## src/rtl/swap_bank_ctrl.sv

```systemverilog
// swap_bank_ctrl: DEPTH x WIDTH register bank with LOAD / SWAP / ROTATE commands
// over a valid/ready handshake. Swaps and rotations update every affected entry
// on a single edge, so no temporary register is needed.
// Optional feature: define ROT_ABORT_EN to add rot_abort / aborted.
module swap_bank_ctrl #(
    parameter int unsigned WIDTH = 8,
    parameter int unsigned DEPTH = 4,
    localparam int unsigned AW = $clog2(DEPTH)
) (
    input  logic             clk,
    input  logic             rst,
    input  logic             cmd_valid,
    output logic             cmd_ready,
    input  logic [1:0]       cmd_op,
    input  logic [AW-1:0]    cmd_idx_a,
    input  logic [AW-1:0]    cmd_idx_b,
    input  logic [WIDTH-1:0] cmd_data,
    input  logic [AW-1:0]    cmd_count,
`ifdef ROT_ABORT_EN
    input  logic             rot_abort,
    output logic             aborted,
`endif
    input  logic [AW-1:0]    rd_idx,
    output logic [WIDTH-1:0] rd_data,
    output logic             busy,
    output logic             done
);

    localparam logic [1:0] OP_NOP  = 2'b00;
    localparam logic [1:0] OP_LOAD = 2'b01;
    localparam logic [1:0] OP_SWAP = 2'b10;
    localparam logic [1:0] OP_ROT  = 2'b11;

    typedef enum logic [1:0] {
        ST_IDLE = 2'd0,
        ST_ROT  = 2'd1,
        ST_DONE = 2'd2
    } state_t;

    state_t                       r_state;
    state_t                       w_next;
    logic [DEPTH-1:0][WIDTH-1:0]  r_bank;
    logic [AW-1:0]                r_cnt;
    logic                         w_accept;
    logic                         w_abort;
    logic                         w_shift;

`ifdef ROT_ABORT_EN
    logic                         r_aborted;

    // Abort only has meaning while a rotation is in progress
    assign w_abort = rot_abort & (r_state == ST_ROT);

    // Aborted pulses in the DONE cycle that follows an abort edge
    always_ff @(posedge clk or posedge rst) begin
        if (rst) r_aborted <= 1'b0;
        else     r_aborted <= w_abort;
    end

    assign aborted = r_aborted;
`else
    assign w_abort = 1'b0;
`endif

    // State register
    always_ff @(posedge clk or posedge rst) begin
        if (rst) r_state <= ST_IDLE;
        else     r_state <= w_next;
    end

    // Next-state decode and status outputs
    always_comb begin
        w_next    = r_state;
        w_accept  = 1'b0;
        w_shift   = 1'b0;
        cmd_ready = 1'b0;
        busy      = 1'b1;
        done      = 1'b0;
        case (r_state)
            ST_IDLE: begin
                cmd_ready = 1'b1;
                busy      = 1'b0;
                w_accept  = cmd_valid;
                if (cmd_valid) begin
                    if (cmd_op == OP_ROT && cmd_count != '0) w_next = ST_ROT;
                    else                                      w_next = ST_DONE;
                end
            end
            ST_ROT: begin
                if (w_abort) begin
                    w_next = ST_DONE;
                end else begin
                    w_shift = 1'b1;
                    if (r_cnt == AW'(1)) w_next = ST_DONE;
                end
            end
            ST_DONE: begin
                done   = 1'b1;
                w_next = ST_IDLE;
            end
            default: w_next = ST_IDLE;
        endcase
    end

    // Rotation step counter, latched at accept and decremented per shift
    always_ff @(posedge clk or posedge rst) begin
        if (rst)                                r_cnt <= '0;
        else if (w_accept && cmd_op == OP_ROT)  r_cnt <= cmd_count;
        else if (w_shift)                       r_cnt <= r_cnt - AW'(1);
    end

    // Bank update: load, same-edge swap, or one-step rotate toward higher index
    always_ff @(posedge clk or posedge rst) begin
        if (rst) begin
            r_bank <= '0;
        end else if (w_accept) begin
            case (cmd_op)
                OP_LOAD: r_bank[cmd_idx_a] <= cmd_data;
                OP_SWAP: begin
                    r_bank[cmd_idx_a] <= r_bank[cmd_idx_b];
                    r_bank[cmd_idx_b] <= r_bank[cmd_idx_a];
                end
                OP_NOP, OP_ROT: ;
                default: ;
            endcase
        end else if (w_shift) begin
            r_bank <= {r_bank[DEPTH-2:0], r_bank[DEPTH-1]};
        end
    end

    assign rd_data = r_bank[rd_idx];

endmodule
```

## config.mk

```make
export PLATFORM = sky130hd
export DESIGN_NAME = swap_bank_ctrl
export DESIGN_NICKNAME = d
export VERILOG_FILES = /design/src/rtl/swap_bank_ctrl.sv
export SDC_FILE = /design/constraint.sdc
export NUM_CORES = 1
export LEC_CHECK = 0
export ABC_AREA = 1
export CAP_MARGIN = 30
export CORE_ASPECT_RATIO = 0.8
export CORE_MARGIN = 2
export CORE_UTILIZATION = 59
export DETAILED_ROUTE_END_ITERATION = 16
export PLACE_DENSITY_LB_ADDON = 0.25
export SLEW_MARGIN = 20
export SYNTH_ARGS = -nofsm -noshare
export SYNTH_HDL_FRONTEND = slang
export SYNTH_SLANG_ARGS = --single-unit
```

## constraint.sdc

```tcl
create_clock -name clk -period 1.6 [get_ports clk]
set_input_delay 0.16 -clock clk [delete_from_list [all_inputs] [get_ports clk]]
set_output_delay 0.16 -clock clk [all_outputs]
set_load 0.1 [all_outputs]
```

==> flow_metrics.env <==
export IMPL_reg2reg_depth=7
export IMPL_port_buffers=31
export IMPL_ys_warn_count=0
export IMPL_num_rows=24
export IMPL_dr_pass1_iters=8
export IMPL_r2r_end="r_bank[16]$_DFFE_PP0P_"
export IMPL_hold_class="in -> async"
export IMPL_totalWireLength_microns=12500
export IMPL_slew_violations=0
export IMPL_clkLatencyLatePin_ns=0.31
export IMPL_dieArea_sq_um=6420
export IMPL_track_usage_pct=41.6
export IMPL_powerDensity_nw_per_um2=1520
export IMPL_synth_area_sq_um=3410
export IMPL_vias_per_cell=5.95
export IMPL_arrival_ns=1.85
export IMPL_highest_signal_layer="met4"
export IMPL_ys_seq_area_share_pct=26.4
export IMPL_grt_max_degree=37
export IMPL_cts_buffers=5
export IMPL_tightest_slew_ns=0.607
export IMPL_boundaryPins=32
export IMPL_drt_met1_wl_microns=4550
export IMPL_synthAdderAreaFrac_pct=0.366
export IMPL_final_area_sq_um=4500
export IMPL_synth_xor_area_share_pct=0.257
export IMPL_fp_dieW_microns=89.1
export IMPL_fp_dieH_microns=72.0
export IMPL_met3WireLength_microns=1700
export IMPL_path_class="reg -> reg"
export IMPL_route_detailed_drc=0
export IMPL_gr_total_overflow=0
export IMPL_path_max_fanout=16
export IMPL_drt_iter0_drc=602
export IMPL_synth_top_family_by_area="simple AND/OR/NAND/NOR gates"
export IMPL_fin_skew_ns=0.0157
export IMPL_finalHoldViolations=0
export IMPL_drive_above_1_share_pct=15.1
export IMPL_finalCritPeriodShare_pct=101
export IMPL_synth_cell_types=23
export IMPL_core_sq_um=5530
export IMPL_fmaxAchievable_mhz=620
export IMPL_cts_root_buffer="clkbuf_8"
export IMPL_antenna_found_initial=0
export IMPL_met2_length_microns=5510
export IMPL_tritoncts="yes"
export IMPL_ir_drop_mv=1.08
export IMPL_postCtsSetupBuffers=0
export IMPL_synthMuxAreaShare_pct=0
export IMPL_syn_mean_instance_area_sq_um=5.36
export IMPL_mostFrequentLayoutCell="nand2_1"
export IMPL_clockBufferDepth=2
export IMPL_worst_slack_ns=-0.0130
export IMPL_synth_compound_area_share_pct=6.19
export IMPL_crit_path_end_kind="register"
export IMPL_synth_seq_cells=36
export IMPL_rsz0062_at_grt="yes"
export IMPL_dpl_instance_area_sq_um=4370
export IMPL_r2r_slack_ns=-0.01
export IMPL_h_tree_depth=2
export IMPL_required_ns=1.84
export IMPL_netlist_instances=637
export IMPL_cts_hold_fix_buffers=0
export IMPL_slew_headroom_pct=59.3
export IMPL_grt_pass1_vias=4405
export IMPL_layout_common_cells="nand2_1 (326), nor2_1 (133), buf_4 (47), nand3_1 (37), dfrtp_1 (36)"
export IMPL_clkTransAtPathRegs_ns=0.09
export IMPL_diodes=0
export IMPL_clkSinkCount=36
export IMPL_rr_startpoint="r_state[0]$_DFFE_PP0P_"
export IMPL_initial_utilization_pct=61.8
export IMPL_place_hpwl_microns=9100
export IMPL_synth_nets=659
export IMPL_wl_per_cell_microns=15.9
export IMPL_maxCapViolations=0
export IMPL_num_nets_final=730
export IMPL_final_util_pct=81.4
export IMPL_critPathLaunchType="register"
export IMPL_grt_pass1_wl_microns=20600
export IMPL_finalCriticalPeriod_ns=1.61
export IMPL_place_gp_congestion=1.02
export IMPL_status="finished, violations left"
export IMPL_ant_nets=0
export IMPL_area_delta_synth_final_pct=31.7
export IMPL_p_leak_nw=2.39
export IMPL_via_count=4680
export IMPL_violations="negative setup slack"
export IMPL_setup_viol=2
export IMPL_synthSimpleGateAreaFrac_pct=59.7
-- Yosys cell counts --
master | instances | area share [%]
inv_2 | 5 | 0.55
nand3_1 | 40 | 5.9
a21oi_1 | 1 | 0.15
nor3_4 | 2 | 0.95
clkbuf_1 | 5 | 0.55
o22ai_1 | 9 | 1.6
ha_1 | 1 | 0.37
buf_6 | 5 | 1.6
buf_2 | 10 | 1.5
nor2_4 | 1 | 0.33
nand2_4 | 1 | 0.33
o221ai_1 | 1 | 0.26
nand2_2 | 6 | 1.1
nand2_1 | 326 | 36
inv_1 | 23 | 2.5
buf_1 | 1 | 0.11
o21ai_4 | 1 | 0.48
o21ai_0 | 25 | 3.7
buf_4 | 1 | 0.22
nor3_2 | 2 | 0.59
nor2_1 | 134 | 15
xor2_1 | 1 | 0.26
dfrtp_1 | 36 | 26
-- critical path, cell delays in order (launching register included) --
cell	delay [ns]
dfrtp_1	0.45
nor2_4	0.14
nand2_4	0.09
o21ai_4	0.22
nand2_2	0.32
nor2_1	0.21
nand2_1	0.07
nand2_1	0.05
-- report_power, final --
| group | internal, mW | switching, mW | leakage (nW) |
|---|---|---|---|
| Sequential | 1.30 | 0.584 | 0.459 |
| Clock | 0.297 | 0.364 | 0.0410 |
| Combinational | 1.55 | 2.75 | 1.89 |
-- flip-flops by register name (all words and copies together), names as in the netlist --
signal / cells
r_cnt: 2
r_bank: 32
r_state: 2
-- cells by family after synthesis --
logic type      after synthesis
flops                        36
simple gates                512
xor+xnor                      1
buf+inv                      50
fa+ha+maj                     1
compound gates               37
-- metrics by stage --
stage | hold WS (ns) | worst slack, ns | total power [mW] | std cells | TNS, ns
finish | 0.305 | -0.0130 | 6.85 | 786 | -0.0214
global route | 0.386 | -0.0985 | 7.28 | 786 | -1.39
detailed placement | 0.507 | -0.244 | 6.03 | 778 | -6.40
CTS | 0.336 | 0.0272 | 6.69 | 785 | 0
floorplan | 0.319 | -0.282 | 4.70 | 637 | -8.90
global placement | 0.499 | -0.145 | 5.86 | 778 | -4.02
-- worst max path at each step --
| stage | startpoint | to | cells past startpoint |
|---|---|---|---|
| after floorplan | r_state[0]$_DFFE_PP0P_ | r_bank[16]$_DFFE_PP0P_ | 10 |
| after global placement | cmd_op[1] | r_bank[17]$_DFFE_PP0P_ | 9 |
| after detailed placement | cmd_op[1] | r_bank[27]$_DFFE_PP0P_ | 9 |
| after CTS | rd_idx[0] | rd_data[4] | 5 |
| after global routing | r_state[0]$_DFFE_PP0P_ | r_bank[21]$_DFFE_PP0P_ | 7 |
| final | r_state[0]$_DFFE_PP0P_ | r_bank[16]$_DFFE_PP0P_ | 7 |
-- layer usage --
layer | vias to the layer above | global-route usage, %
li1 | 2109 | -
met1 | 2063 | 54.0
met2 | 395 | 65.4
met3 | 113 | 9.10
met4 | 0 | 21.1
met5 | - | 0
-- timing repair --
| action | in CTS | in global routing |
|---|---|---|
| cloned | 0 | 1 |
| hold endpoints to repair | 0 | 0 |
| pin swaps | 0 | 1 |
| setup endpoints to repair | 7 | 39 |
| gates resized for setup | 7 | 17 |
-- area by class of cell --
type	count	area, sq um
flip-flops and latches	36	901
fillers	398	1030
clock inverters	1	5.00
inverters	28	109
clock buffers	6	72.6
multi-input cells	551	2410
repair buffers	86	900
well taps	78	97.6
(Power assumes the default switching activity.)
